$ cat src/rtl/drp_resp_if.sv
// DRP access bus between a requester and the drp_resp register/PLL model.
interface drp_resp_if;
    logic        DEN;
    logic        DWE;
    logic [4:0]  DADDR;
    logic [15:0] DI;
    logic [15:0] DO;
    logic        DRDY;

    modport master (output DEN, DWE, DADDR, DI, input DO, DRDY);
    modport slave  (input DEN, DWE, DADDR, DI, output DO, DRDY);
endinterface

$ cat src/rtl/drp_resp.sv
// DRP responder: 32x16 register file with fixed-latency DRDY, plus an
// independent PLL lock model and a sticky protocol-violation flag.
module drp_resp #(
    parameter int unsigned RDY_LAT  = 3,
    parameter int unsigned LOCK_CYC = 100
) (
    input  logic      CLK,
    input  logic      RSTX,
    input  logic      RST_PLL,
    drp_resp_if.slave drp,
    output logic      LOCKED,
    output logic      ERR
);
    typedef enum logic [1:0] {IDLE, BUSY, RDY} state_t;

    localparam logic [3:0]  LAT_LAST = 4'(RDY_LAT - 1);
    localparam logic [15:0] LOCK_C   = 16'(LOCK_CYC);

    state_t      state_q, state_d;
    logic [3:0]  lat_q, lat_d;
    logic [4:0]  addr_q, addr_d;
    logic        we_q, we_d;
    logic [15:0] di_q, di_d;
    logic [15:0] do_q, do_d;
    logic        drdy_q, drdy_d;
    logic        err_q, err_d;
    logic [15:0] lock_q, lock_d;
    logic        locked_q, locked_d;
    logic [15:0] mem_q [32];

    always_comb begin
        state_d = state_q;
        lat_d   = lat_q;
        addr_d  = addr_q;
        we_d    = we_q;
        di_d    = di_q;
        drdy_d  = 1'b0;
        do_d    = 16'h0000;
        err_d   = err_q;
        case (state_q)
            IDLE: begin
                if (drp.DEN) begin
                    addr_d = drp.DADDR;
                    we_d   = drp.DWE;
                    di_d   = drp.DI;
                    if (RDY_LAT == 1) begin
                        state_d = RDY;
                        lat_d   = 4'd0;
                    end else begin
                        state_d = BUSY;
                        lat_d   = 4'd1;
                    end
                end
            end
            BUSY: begin
                lat_d = lat_q + 4'd1;
                if (lat_q == LAT_LAST) state_d = RDY;
            end
            RDY: begin
                state_d = IDLE;
                lat_d   = 4'd0;
            end
            default: state_d = IDLE;
        endcase
        // DO/DRDY are registered, so they are computed for the cycle being entered
        if (state_d == RDY) begin
            drdy_d = 1'b1;
            do_d   = we_d ? 16'h0000 : mem_q[addr_d];
        end
        if (drp.DEN && ((state_q != IDLE) || (drp.DWE && !RST_PLL))) err_d = 1'b1;
    end

    always_comb begin
        if (RST_PLL)               lock_d = 16'd0;
        else if (lock_q == LOCK_C) lock_d = lock_q;
        else                       lock_d = lock_q + 16'd1;
        locked_d = (lock_d == LOCK_C);
    end

    always_ff @(posedge CLK or negedge RSTX) begin
        if (!RSTX) begin
            state_q  <= IDLE;
            lat_q    <= 4'd0;
            addr_q   <= 5'd0;
            we_q     <= 1'b0;
            di_q     <= 16'h0000;
            do_q     <= 16'h0000;
            drdy_q   <= 1'b0;
            err_q    <= 1'b0;
            lock_q   <= 16'd0;
            locked_q <= 1'b0;
            for (int i = 0; i < 32; i++) mem_q[i] <= 16'h0000;
        end else begin
            state_q  <= state_d;
            lat_q    <= lat_d;
            addr_q   <= addr_d;
            we_q     <= we_d;
            di_q     <= di_d;
            do_q     <= do_d;
            drdy_q   <= drdy_d;
            err_q    <= err_d;
            lock_q   <= lock_d;
            locked_q <= locked_d;
            // Write commits on the edge leaving RDY
            if (state_q == RDY && we_q) mem_q[addr_q] <= di_q;
        end
    end

    assign drp.DO   = do_q;
    assign drp.DRDY = drdy_q;
    assign LOCKED   = locked_q;
    assign ERR      = err_q;
endmodule

$ cat src/flat_wrapper.sv
// flat-port wrapper written by rule: the top's interface ports become plain ports
module drp_resp_flat 
#(
    parameter int unsigned RDY_LAT  = 3,
    parameter int unsigned LOCK_CYC = 100
)
  (CLK, RSTX, RST_PLL, LOCKED, ERR, drp_DEN, drp_DWE, drp_DADDR, drp_DI, drp_DO, drp_DRDY);
  drp_resp_if drp_i ();
  input  logic CLK;
  input  logic RSTX;
  input  logic RST_PLL;
  output logic LOCKED;
  output logic ERR;
  input wire logic [$bits(drp_i.DEN)-1:0] drp_DEN;
  input wire logic [$bits(drp_i.DWE)-1:0] drp_DWE;
  input wire logic [$bits(drp_i.DADDR)-1:0] drp_DADDR;
  input wire logic [$bits(drp_i.DI)-1:0] drp_DI;
  output wire logic [$bits(drp_i.DO)-1:0] drp_DO;
  output wire logic [$bits(drp_i.DRDY)-1:0] drp_DRDY;
  assign drp_i.DEN = drp_DEN;
  assign drp_i.DWE = drp_DWE;
  assign drp_i.DADDR = drp_DADDR;
  assign drp_i.DI = drp_DI;
  assign drp_DO = drp_i.DO;
  assign drp_DRDY = drp_i.DRDY;
  drp_resp #(.RDY_LAT(RDY_LAT), .LOCK_CYC(LOCK_CYC)) u_core (.CLK(CLK), .RSTX(RSTX), .RST_PLL(RST_PLL), .drp(drp_i), .LOCKED(LOCKED), .ERR(ERR));
endmodule
$ cat config.mk
export PLATFORM = sky130hd
export DESIGN_NAME = drp_resp_flat
export DESIGN_NICKNAME = d
export VERILOG_FILES = /design/src/rtl/drp_resp_if.sv /design/src/rtl/drp_resp.sv /design/src/flat_wrapper.sv
export SDC_FILE = /design/constraint.sdc
export NUM_CORES = 1
export LEC_CHECK = 0
export CORE_AREA = 2 2 281 283
export DETAILED_ROUTE_END_ITERATION = 10
export DIE_AREA = 0 0 283 285
export HOLD_SLACK_MARGIN = 0.06
export MAX_ROUTING_LAYER = met4
export PLACE_DENSITY = 0.46
export SLEW_MARGIN = 10
export SYNTH_ARGS = -nofsm -noshare
export SYNTH_HDL_FRONTEND = slang
export SYNTH_SLANG_ARGS = --single-unit
$ cat constraint.sdc
create_clock -name CLK -period 5.13 [get_ports CLK]
set_input_delay 1.539 -clock CLK [delete_from_list [all_inputs] [get_ports CLK]]
set_output_delay 1.539 -clock CLK [all_outputs]
set_load 0.005 [all_outputs]
---- After elaboration in Yosys (flattened, before gate mapping) ----
Index checks and enable logic that the tools add are counted.
operators by class
  magnitude comparators ................... 3
  bitwise logic cells ..................... 2
  reductions and logical operators ........ 11
  equality and inequality tests ........... 7
  muxes and demuxes ....................... 20
  add/subtract/negate cells ............... 2
operator list
  cell                                                        number
  bitwise mux 512 bit                                         1
  2-to-1 mux 16 bit                                           7
  binary-select mux 16 bit (select 5 bit)                     1
  demux 16 bit (select 5 bit)                                 1
  == test 16 x 7 -> 1 bit, second input constant              2
  adder 16 x 1 -> 16 bit, second input constant               1
  >= comparator 6 bit, second input constant                  2
  NOT 5 -> 6 bit                                              2
  case mux 4 bit (3 select lines)                             1
  2-to-1 mux 5 bit                                            2
  less-than comparator 6 x 1 -> 1 bit, second input constant  1
  adder 4 x 1 -> 4 bit, second input constant                 1
  == test 2 bit, second input constant                        2
  == test 4 x 2 -> 1 bit, second input constant               1
  logical AND 1 bit                                           4
  2-to-1 mux 2 bit                                            2
  2-to-1 mux 4 bit                                            1
  case mux 2 bit (2 select lines)                             1
  AND reduction 2 bit                                         2
  2-to-1 mux 1 bit                                            3
  nonzero test 3 bit                                          1
  == test 2 x 1 -> 1 bit, second input constant               1
  logical NOT 2 bit                                           1
  inequality test 2 bit, second input constant                1
  other kinds (3)                                             3
word-level totals
  bits of input ports ..................... 26
  output and inout bits ................... 19
  word-level logic and storage cells ...... 87
  bits in registers ....................... 575

---- Longest topological paths before layout ----
  word-level depth ........................ 8
  mapped depth ............................ 14
  gate-level depth less buffers ........... 9

---- Least setup slack after synthesis ----
No wires, ideal clock.
  path type ............................... input port to flip-flop
  from .................................... input port drp_DADDR[0]
  to ...................................... register u_core.do_q[12] (netlist: u_core.drp.DO[12])
  library setup time ...................... 0.139 ns
  path slack .............................. 1.723 ns
  cell stages on the path ................. 10
  arrival ................................. 3.268 ns
  required time ........................... 4.991 ns
  path buffers ............................ 3
  path through ............................ buf_6 nand3_1 and2_4 buf_6 inv_12 buf_12 mux4_2 nor2b_1 a311oi_1 o211ai_1
on the way
  word-level cells in the longest chain between the ends .. 8
ends and longest elaborated chain
  element                                               line                RTL
  from (decl)                                           flat_wrapper.sv:16  input wire logic [$bits(drp_i.DADDR)-1:0] drp_DADDR;
  2-to-1 mux 5 bit                                      drp_resp.sv:42      if (drp.DEN) begin
  2-to-1 mux 5 bit                                      drp_resp.sv:40      case (state_q)
  NOT 5 -> 6 bit (not written as such)                  drp_resp.sv:68      do_d = we_d ? 16'h0000 : mem_q[addr_d];
  binary-select mux 16 bit (select 5 bit)               drp_resp.sv:68
  2-to-1 mux 16 bit (not written as such) (2 in a row)  drp_resp.sv:68
  2-to-1 mux 16 bit                                     drp_resp.sv:68
  2-to-1 mux 16 bit                                     drp_resp.sv:66      if (state_d == RDY) begin
  named net u_core.do_d[12]                             drp_resp.sv:24      logic [15:0] do_q, do_d;
  to (signal assigned)                                  drp_resp.sv:99      do_q <= do_d;
  to (decl)                                             drp_resp.sv:24
The timed path passes the listed nets, and every way through them passes these cells. The select of a mux whose other input is x is not followed.
A chain may end at the register's enable or synchronous reset.

---- Worst setup path in the final report ----
  from .................................... input port drp_DEN
  to ...................................... register u_core.do_q[1] (netlist: u_core.drp.DO[1])
on the way
  word-level cells in the longest chain between the ends .. 8
  elaborated cells on any way between the ends .. 13
  classes of those cells .................. eq/ne (1); mux (11); bitwise (1)
ends and longest elaborated chain
  element                                               line                RTL
  from (decl)                                           flat_wrapper.sv:14  input wire logic [$bits(drp_i.DEN)-1:0] drp_DEN;
  2-to-1 mux 5 bit                                      drp_resp.sv:42
  2-to-1 mux 5 bit                                      drp_resp.sv:40
  NOT 5 -> 6 bit (not written as such)                  drp_resp.sv:68
  binary-select mux 16 bit (select 5 bit)               drp_resp.sv:68
  2-to-1 mux 16 bit (not written as such) (2 in a row)  drp_resp.sv:68
  2-to-1 mux 16 bit                                     drp_resp.sv:68
  2-to-1 mux 16 bit (*)                                 drp_resp.sv:66
  named net u_core.do_d[1]                              drp_resp.sv:24
The timed path passes the listed nets; every way through them passes the cells marked *. The select of a mux whose other input is x is not followed.

==> results.cfg <==
[sta]
slew_violations = 0
fin_crit_ns = 4.47
whs_ns = 0.455
fin_crit_sh = 0.870
rsz0062_at_grt = false
tightest_slew_ns = 1.27
finalSetupTns_ns = 0
max_slew_margin = 0.152
setup-violations-final = 0
max_freq_ghz = 0.224
hold_viol_final = 0
fin_worst_skew_ns = 0.0265

[yosys]
yosysUniqueCellTypes = 70
synth_area_leaders = dfrtp_1 53%, mux2_2 21%, nand2_1 3.1%
synth_area_per_cell_um2 = 12.4
synthSimpleGateAreaFrac = 0.0784
yosys_warnings = 0
synthAdderAreaFrac = 0.00325
synth_edf_count = 0
syn_nets = 2201
dominantRegCellSynth = dfrtp_1
yosysTopAreaCellShare = 0.534
synth_compound_area_frac = 0.0910
synth_xor_area_frac = 0.00423
ys_seq_elements = 575
ys_seq_area_frac = 0.534
synthMuxAreaShare = 0.255
syn_inst = 2168
async_flop_share = 1.00
yosysTopAreaCell = dfrtp_1
syn-cell-area_um2 = 26900
synth_top_family_by_area = multiplexers

[clocking]
post_cts_resized = 0
insertion_delay_ns = 0.62
root_buffer = clkbuf_16
tritoncts = done
post_cts_buffers = 0
cts_buffers = 70
path_clk_slew_ns = 0.06
clockBufferDepth = 3
holdBufCountCts = 0
cts.sinks = 575
ctsHtreeMaxLevel = 3

[layout]
drive_gt1_frac = 0.350
final_common_cell = dfrtp_1
fin_nets = 2219
area_growth_pct = 15.2
final_cells = 3289
layout_common_cells = 575 x dfrtp_1, 514 x mux2_2, 219 x nand2_1
final_area_um2 = 31000

[global_routing]
grt_first_pass_wirelength_um = 128000
grt_pass1_vias = 18700
track_usage = 0.217
overflow = 0
antenna_found_initial = 0
grt_max_degree = 94

[power]
finalPower_mw = 15.1
p_leak_nw = 14.4
ir_drop_v = 0.000366
powerDensity_nw_per_um2 = 486

[placement]
postPlaceCellArea_um2 = 28700
dp.cells = 3164
dp_hpwl_um = 53600
numPortBuffers = 44
place.gp.congestion = 0.840

[critical_path]
cp-start-kind = input port
worstReg2RegStart = u_core.state_q[1]
worstPathArrival_ns = 5.00
cp_data_required_time_ns = 5.67
path_class = in2reg
cp_max_fo = 68
end_kind = flip-flop
critPathLaunch = drp_DEN

[floorplan]
initial_core_util = 0.346
die_width_um = 283
ios = 45
fp-row-count = 103
die_h_um = 285
core_region_area_um2 = 78000
dieArea_um2 = 80700

[drt]
drt_drc_violations_left = 0
dr_total_vias = 18000
wl_um = 84900
wl_per_cell_um = 25.8
first_pass_iters = 5
ant_nets = 0
drt_iter0_drc = 1271
routed_via_density = 5.49

[worst_hold_path]
hp-start = u_core.ERR
holdCritPathClass = reg2reg

[run_status]
outcome = complete, no violations

[flow_run]
drv_cap = 0
[cell usage after synthesis (all sizes together), types with 4 or more instances]
| cell | number |
|---|---|
| a2111oi | 12 |
| a211oi | 74 |
| a21bo | 6 |
| a21boi | 6 |
| a21o | 6 |
| a21oi | 65 |
| a221oi | 20 |
| a22o | 4 |
| a311oi | 12 |
| a31oi | 15 |
| a32oi | 12 |
| and2 | 4 |
| and3 | 68 |
| and4 | 5 |
| buf | 58 |
| clkbuf | 123 |
| dfrtp | 575 |
| ha | 7 |
| inv | 17 |
| mux2 | 514 |
| mux2i | 61 |
| mux4 | 20 |
| nand2 | 220 |
| nand2b | 5 |
| nand3 | 14 |
| nand4 | 16 |
| nor2 | 54 |
| nor2b | 19 |
| nor3 | 10 |
| nor4 | 7 |
| o211ai | 14 |
| o21ai | 49 |
| o221ai | 28 |
| o31ai | 4 |
| o32ai | 5 |
| or2 | 4 |
| xnor2 | 5 |
| xor2 | 8 |
[layer usage]
layer	track usage	vias up	share of wire
li1	-	7991	-
met5	-	-	0
met4	0.0656	0	0.030
met3	0.0293	148	0.042
met1	0.297	9513	0.46
met2	0.336	391	0.46
[critical path, cell delays in order]
cell             delay (ns)
clkdlybuf4s50_1        0.71
a21bo_2                0.34
and2_4                 0.24
inv_12                 0.30
buf_12                 0.36
mux2i_1                0.12
a2111oi_0              0.86
a211oi_1               0.22
o211ai_2               0.18
[worst paths after layout]
check / cells after the start / end / slack [ns]
worst max-delay path: 9 / u_core.drp.DO[1] / 0.66
worst min-delay path: 1 / u_core.ERR / 0.45
worst max register to register: 10 / u_core.drp.DO[1] / 1.25
worst min register to register: 1 / u_core.ERR / 0.45
max in group asynchronous: 3 / u_core.lock_q[4] / 3.04
min in group asynchronous: 1 / u_core.lock_q[8] / 0.99
[metrics by stage]
step                utilization  setup slack [ns]
CTS                       0.398             0.636
global placement          0.369            0.0383
detailed placement        0.369           0.00784
global route              0.398             0.487
floorplan                     -              1.72
finish                    0.398             0.664
[registers in the layout, summed over array words and instances (netlist names)]
| signal | count |
|---|---|
| u_core.addr_q | 5 |
| u_core.lat_q | 4 |
| u_core.ERR | 1 |
| u_core.drp.DO | 16 |
| u_core.drp.DRDY | 1 |
| u_core.mem_q | 512 |
| u_core.LOCKED | 1 |
| u_core.di_q | 16 |
| u_core.lock_q | 16 |
| u_core.we_q | 1 |
| u_core.state_q | 2 |
[layout make-up]
type,instances,area (µm²)
diodes,1,2.50
clock buffers,101,2080
clock inverters,23,196
fillers,7380,46900
inverters,17,76.3
multi-input cells,1395,11800
flip-flops and latches,575,14400
well taps,1050,1310
repair buffers,127,1220
[logic make-up (layout without fill, tap and decap cells)]
kind of cell / count (synthesis) / after routing
XOR/XNOR: 13 / 13
buffers and inverters: 198 / 268
other: 0 / 1
multiplexers: 595 / 595
flip-flops: 575 / 575
adder cells (fa/ha/maj): 7 / 7
AND/OR/NAND/NOR: 441 / 441
AO/OA/AOI/OAI: 339 / 339
[where the power goes]
part	switching (mW)	internal [mW]
clock network	2.00	2.92
logic	3.01	1.52
registers	0.611	5.02
Note: power is estimated with default switching activity, not from simulation.
